===== src/rtl/sdram_device_model_pkg.sv =====
// Shared types and constants for the SDR SDRAM device model:
// command encodings, error flag positions and the read-pipe stage record.
package sdram_model_pkg;

   localparam int NUM_BANKS = 4;

   localparam int ERR_NO_MODE      = 0;
   localparam int ERR_ROW_NOT_OPEN = 1;
   localparam int ERR_ROW_OPEN     = 2;
   localparam int ERR_BUS_CONFLICT = 3;

   // Encoding is {cs_n, ras_n, cas_n, we_n} with cs_n = 0
   typedef enum logic [3:0] {
      CMD_LMR       = 4'b0000,
      CMD_REFRESH   = 4'b0001,
      CMD_PRECHARGE = 4'b0010,
      CMD_ACTIVE    = 4'b0011,
      CMD_WRITE     = 4'b0100,
      CMD_READ      = 4'b0101,
      CMD_BST       = 4'b0110,
      CMD_NOP       = 4'b0111
   } cmd_t;

   typedef struct packed {
      logic        vld;
      logic [31:0] data;
      logic [3:0]  ben;
      logic [2:0]  cl;
   } rd_stage_t;

   // Deselect collapses onto NOP so the decoder only sees eight commands
   function automatic cmd_t decode_cmd(input logic cs_n, input logic ras_n,
                                       input logic cas_n, input logic we_n);
      if (cs_n) return CMD_NOP;
      return cmd_t'({1'b0, ras_n, cas_n, we_n});
   endfunction

endpackage


===== src/rtl/sdram_device_model_rd_pipe.sv =====
// Read-data delay line: each entry carries its own CAS latency so an LMR
// issued mid-flight does not retime reads already in the pipe.
module sdram_rd_pipe
   import sdram_model_pkg::*;
(
   input  logic        clk,
   input  logic        rst,
   input  logic        en,
   input  logic        push,
   input  logic [31:0] push_data,
   input  logic [3:0]  push_ben,
   input  logic [2:0]  push_cl,
   output logic        drive,
   output logic [3:0]  dq_oe,
   output logic [31:0] dq_out
);

   rd_stage_t stg [3];

   always_ff @(posedge clk) begin
      if (rst) begin
         for (int i = 0; i < 3; i++) stg[i].vld <= 1'b0;
      end else if (en) begin
         stg[0] <= '{vld: push, data: push_data, ben: push_ben, cl: push_cl};
         stg[1] <= stg[0];
         stg[2] <= stg[1];
      end
   end

   // A CL=2 read drives from stage 1, a CL=3 read from stage 2
   always_comb begin
      drive  = 1'b0;
      dq_oe  = '0;
      dq_out = '0;
      if (stg[1].vld && stg[1].cl == 3'd2) begin
         drive  = 1'b1;
         dq_oe  = stg[1].ben;
         dq_out = stg[1].data;
      end else if (stg[2].vld && stg[2].cl == 3'd3) begin
         drive  = 1'b1;
         dq_oe  = stg[2].ben;
         dq_out = stg[2].data;
      end
   end

endmodule


===== config.mk =====
export PLATFORM = sky130hd
export DESIGN_NAME = sdram_rd_pipe
export DESIGN_NICKNAME = d
export VERILOG_FILES = /design/src/rtl/sdram_device_model_pkg.sv /design/src/rtl/sdram_device_model_rd_pipe.sv
export SDC_FILE = /design/constraint.sdc
export NUM_CORES = 1
export LEC_CHECK = 0
export ABC_AREA = 0
export CAP_MARGIN = 20
export CORE_ASPECT_RATIO = 0.6
export CORE_MARGIN = 2
export CORE_UTILIZATION = 55
export CTS_BUF_LIST = sky130_fd_sc_hd__clkbuf_4 sky130_fd_sc_hd__clkbuf_8
export DETAILED_ROUTE_END_ITERATION = 10
export PLACE_DENSITY_LB_ADDON = 0.1
export SETUP_SLACK_MARGIN = 0.1
export SYNTH_ARGS = -nofsm -noshare
export SYNTH_HDL_FRONTEND = slang
export SYNTH_SLANG_ARGS = --single-unit

===== constraint.sdc =====
create_clock -name clk -period 6.4 [get_ports clk]
set_input_delay 1.28 -clock clk [delete_from_list [all_inputs] [get_ports clk]]
set_output_delay 1.28 -clock clk [all_outputs]
set_load 0.01 [all_outputs]

==> metrics.yaml, run 1 <==
status: "finished, final reports clean"
grt_max_degree: 238
cts_root_buf: "clkbuf_8"
cts_hold_buffers: 0
power.share.clock: 0.397
r2r_cells: 1
finalHoldViolCount: 0
critPathTopFamily: "simple AND/OR/NAND/NOR gates"
initial_utilization: 0.569
ys_ff_latch: 120
routed_wl_um: 7170
antenna_left: 0
num_vias: 2462
synth_ff_type: "edfxtp_1"
ys_top_cells_by_count: "edfxtp_1, and2_1, a22o_1"
crit_start: "stg[0][41]"
ys_warn_count: 0
rsz0062_at_grt: "false"
dp_cells: 474
max_freq_mhz: 246
grt_pass1_vias: 2371
syn_avg_cell_area_um2: 16.1
ir_drop_mv: 0.206
synth_area_leader_cell: "edfxtp_1"
grt_pass1_wl_um: 11600
core-area_um2: 8560
fillers: 579
worstMarginPinSlew_ps: 914
areaGrowthSynthToFinish_pct: 24.6
tritoncts: "built"
min_period_ps: 4070
drt_iter0_drc: 189
clock_latency_ps: 420
fin_setup_tns_ps: 0
cts_buffer_depth: 2
crit_type: "flip-flop to output port"
r2r_end: "stg[0][97]"
dpl_worst_slack_ps: 2750
critical-path-max-stage-delay_ps: 760
grt_overflow: 0
skew_ps: 4.57
cap_violations: 0
start_kind: "flip-flop"
synth.top_cell.area_share: 0.740
gp_congestion: 0.744
r2r_slack_ps: 5590
yosysSeqAreaShare: 0.740
syn_nets: 345
yosys-top-cells-area: "edfxtp_1, and2_1, a22o_1"
timing.rr.start: "stg[0][57]"
netSwitchingPower_uw: 318
drt-pass1-iter-count: 4
power_leakage_nw: 2.12
endpoint_kind: "output port"
critPathSlowestCell: "nor2_4"
dp_hpwl_um: 4180
fin_ws_ps: 2330
syn_area_um2: 4870
synth.most_common_cell: "edfxtp_1"
rows: 26
worstPathArrival_ps: 2790
post-cts-setup-buffers: 0
wire_per_inst_um: 14.2
num_io_pins: 80
min_period_over_period: 0.636
p_sw_frac: 0.192
clkTransAtPathRegs_ps: 60
diodes: 0
die_h_um: 76.9
grt_usage: 0.160
power.density_nw_per_um2: 272
regMostFlops: "stg"
cts_sinks: 120
drc: 0
via_per_inst: 4.87
final_util: 0.709
intPower_mw: 1.33
path_cells: "and4bb_4 > nor2_4 > a22o_1 > clkdlybuf4s50_1"
slew-limit-headroom: 0.389
crit_fanout: 38
htreeDepth: 4
setup_violations: 0
hold_class: "flip-flop to flip-flop"
port_buffers: 79
postSynthCellCount: 302
cp.required_ps: 5120
p_seq_frac: 0.553
synth-edff-count: 120
combPwrFrac: 0.050
slew_violations: 0
largestRegisters: "stg x120"
nNetsFinal: 424
cts-resized-gates: 0
worst-path-stages: 4
die_x_um: 125
drive_gt1_frac: 0.0863
numCtsBuffers: 17
p_total_mw: 1.65
worst-path-buf-inv: 1
antenna_found_initial: 0
die_area_um2: 9640
largest_reg_flops: 120
postSynth.asyncResetShare: 0
critPathCapture: "dq_out[28]"
synthDistinctLibCells: 14
fin_cells: 506
-- layer usage --
layer  global-route usage  vias up  share of wire  wire (um)
met5                    0        -              0          0
met3               0.0670        9          0.051        366
met2                0.228       60           0.44       3160
met4               0.0733        0          0.016        114
li1                     -     1254              -          -
met1                0.216     1139           0.49       3530
-- how the worst min path moves through the flow --
stage                 endpoint        from  slack, ps  cells past startpoint
finish              stg[0][54]  stg[0][14]        510                      1
floorplan           stg[0][40]   stg[0][0]        500                      1
global route        stg[0][47]   stg[0][7]        530                      1
global placement    stg[0][67]  stg[0][27]        500                      1
CTS                 stg[0][54]  stg[0][14]        510                      1
detailed placement  stg[0][74]  stg[0][34]        500                      1
-- kinds of logic (layout without fill, tap and decap cells) --
| group | after synthesis | after routing | synth area share |
|---|---|---|---|
| simple gates | 126 | 126 | 0.166 |
| buf+inv | 20 | 112 | 0.0288 |
| flops | 120 | 120 | 0.740 |
| compound gates | 36 | 36 | 0.0648 |
-- per-stage QoR --
stage / hold slack [ps] / instance area, um2
6_report: 513 / 6070
5_1_grt: 529 / 6070
4_1_cts: 514 / 6070
3_5_place_dp: 502 / 5680
3_3_place_gp: 500 / 5680
2_1_floorplan: 497 / 4870
-- power by group through the flow --
stage | Combinational [mW] | Sequential, mW | Clock, mW
after global placement | 0.0808 | 0.929 | 0
after floorplan | 0.0451 | 0.931 | 0
after detailed placement | 0.0834 | 0.931 | 0
final | 0.0825 | 0.914 | 0.655
after CTS | 0.0838 | 0.914 | 0.674
after global routing | 0.0912 | 0.918 | 0.709
-- cells in the final DEF (no fill, tap or decap) --
| master | n |
|---|---|
| bufinv_16 | 3 |
| nor2_4 | 1 |
| buf_12 | 1 |
| and4bb_4 | 1 |
| nor2b_4 | 1 |
| clkinv_1 | 4 |
| clkdlybuf4s50_1 | 79 |
| clkbuf_4 | 2 |
| clkbuf_8 | 17 |
| and2_1 | 119 |
| and2_2 | 1 |
| edfxtp_1 | 120 |
| clkinv_2 | 6 |
| a22o_1 | 36 |
| or2_2 | 1 |
| nand4b_1 | 1 |
| nand2b_1 | 1 |
-- final cells by class --
cell class | instances | area, um2 | share of cell area
clock inverters | 13 | 135 | 0.0223
repair buffers | 80 | 811 | 0.134
multi-input cells | 162 | 1130 | 0.186
clock buffers | 19 | 249 | 0.0410
flip-flops and latches | 120 | 3600 | 0.594
well taps | 112 | 140 | 0.0231
Power figures use the tool's default switching activity.
==> run 2: changes to the inputs <==
clock period = 3.89 ns   (was 6.4 ns; I/O delays follow)
==> run 2 against run 1 <==
Compared with the run above: wire length shrank 0.13%; count of clock-buffer cells in the layout shrank 2; register-to-register slack got worse by 2500 ps; combinational power rose by 64%; core utilization is 0.39 points higher; critical path type unchanged.
==> metrics.yaml, run 2 (synthesized netlist as in run 1, its figures left out) <==
grt_max_degree: 237
grt_overflow: 0
die_x_um: 125
largestRegisters: "stg x120"
cts_buffer_depth: 2
critical-path-max-stage-delay_ps: 570
critPathTopFamily: "simple AND/OR/NAND/NOR gates"
grt_pass1_wl_um: 11300
worstMarginPinSlew_ps: 854
final_cell_mix: "edfxtp_1, and2_1, clkdlybuf4s50_1"
intPower_mw: 2.20
areaGrowthSynthToFinish_pct: 25.3
htreeDepth: 4
grt-busiest-layer: "met2"
p_seq_frac: 0.541
largest_reg_flops: 120
cts_hold_buffers: 0
min_period_ps: 3550
gp_congestion: 0.772
regMostFlops: "stg"
path_cells: "and4bb_4 > nor2_4 > buf_4 > a22o_1 > clkdlybuf4s50_1"
num_vias: 2479
die_h_um: 76.9
start_kind: "flip-flop"
final_util: 0.713
drt-pass1-iter-count: 5
dp_hpwl_um: 4200
num_io_pins: 80
clock_latency_ps: 420
finalHoldViolCount: 0
post-cts-setup-buffers: 0
p_sw_frac: 0.209
power.share.clock: 0.410
min_period_over_period: 0.913
nNetsFinal: 425
power.density_nw_per_um2: 455
fin_setup_tns_ps: 0
clkTransAtPathRegs_ps: 70
drt_iter0_drc: 207
mostFrequentLayoutCell: "edfxtp_1"
rsz0062_at_grt: "false"
grt_pass1_vias: 2289
routed_wl_um: 7160
cts-resized-gates: 0
rows: 26
port_buffers: 79
cts_sinks: 120
combPwrFrac: 0.049
status: "finished, final reports clean"
max_freq_mhz: 282
core-area_um2: 8560
worstPathArrival_ps: 2770
met2_usage: 0.222
endpoint_kind: "output port"
slew-limit-headroom: 0.430
worst-path-buf-inv: 2
use_met3: 0.0747
wire_per_inst_um: 14.1
grt_use_met1: 0.213
critPathSlowestCell: "nor2_4"
numCtsBuffers: 17
initial_utilization: 0.569
cts_root_buf: "clkbuf_8"
antenna_left: 0
diodes: 0
tritoncts: "built"
hold_class: "flip-flop to flip-flop"
power_leakage_nw: 2.11
setup_violations: 0
grt_usage: 0.158
drive_gt1_frac: 0.0964
antenna_found_initial: 0
netSwitchingPower_uw: 579
crit_type: "flip-flop to output port"
via_per_inst: 4.90
cp.required_ps: 3110
skew_ps: 7.99
slew_violations: 0
drc: 0
ir_drop_mv: 0.248
crit_fanout: 38
fillers: 567
cap_violations: 0
die_area_um2: 9640
==> run 2: power groups by stage <==
| stage | logic, mW | registers, mW | clock network (mW) |
|---|---|---|---|
| 3_3_place_gp | 0.132 | 1.53 | 0 |
| 2_1_floorplan | 0.0743 | 1.53 | 0 |
| 3_5_place_dp | 0.136 | 1.53 | 0 |
| 5_1_grt | 0.151 | 1.51 | 1.22 |
| 4_1_cts | 0.137 | 1.50 | 1.16 |
| 6_report | 0.135 | 1.50 | 1.14 |
==> run 2: per-layer routing <==
metal | share of wire | up-vias
met5 | 0 | -
met4 | 0.012 | 0
met3 | 0.057 | 7
met2 | 0.45 | 65
met1 | 0.48 | 1152
li1 | - | 1255
==> run 2: layout make-up <==
cell class                      count  area, um2  area share
Timing Repair Buffer               81        818       0.134
Clock buffer                       17        234      0.0383
Tap cell                          112        140      0.0230
Clock inverter                     14        176      0.0289
Sequential cell                   120       3600       0.591
Multi-Input combinational cell    162       1130       0.185
==> run 2: through the flow <==
step	hold WS, ps	cells	area, um2	setup WS [ps]	power, mW
detailed placement	501	475	5690	758	1.67
floorplan	497	302	4870	922	1.60
global route	529	506	6100	173	2.88
CTS	519	506	6100	275	2.80
finish	517	506	6100	340	2.78
global placement	498	475	5690	875	1.66
==> run 2: worst paths after layout <==
kind / from / to / slack [ps] / cells past startpoint
setup reg to reg: stg[0][47] / stg[0][87] / 3050 / 1
hold / removal: stg[0][27] / stg[0][67] / 520 / 1
setup / recovery: stg[0][41] / dq_oe[2] / 340 / 5
hold reg to reg: stg[0][27] / stg[0][67] / 520 / 1
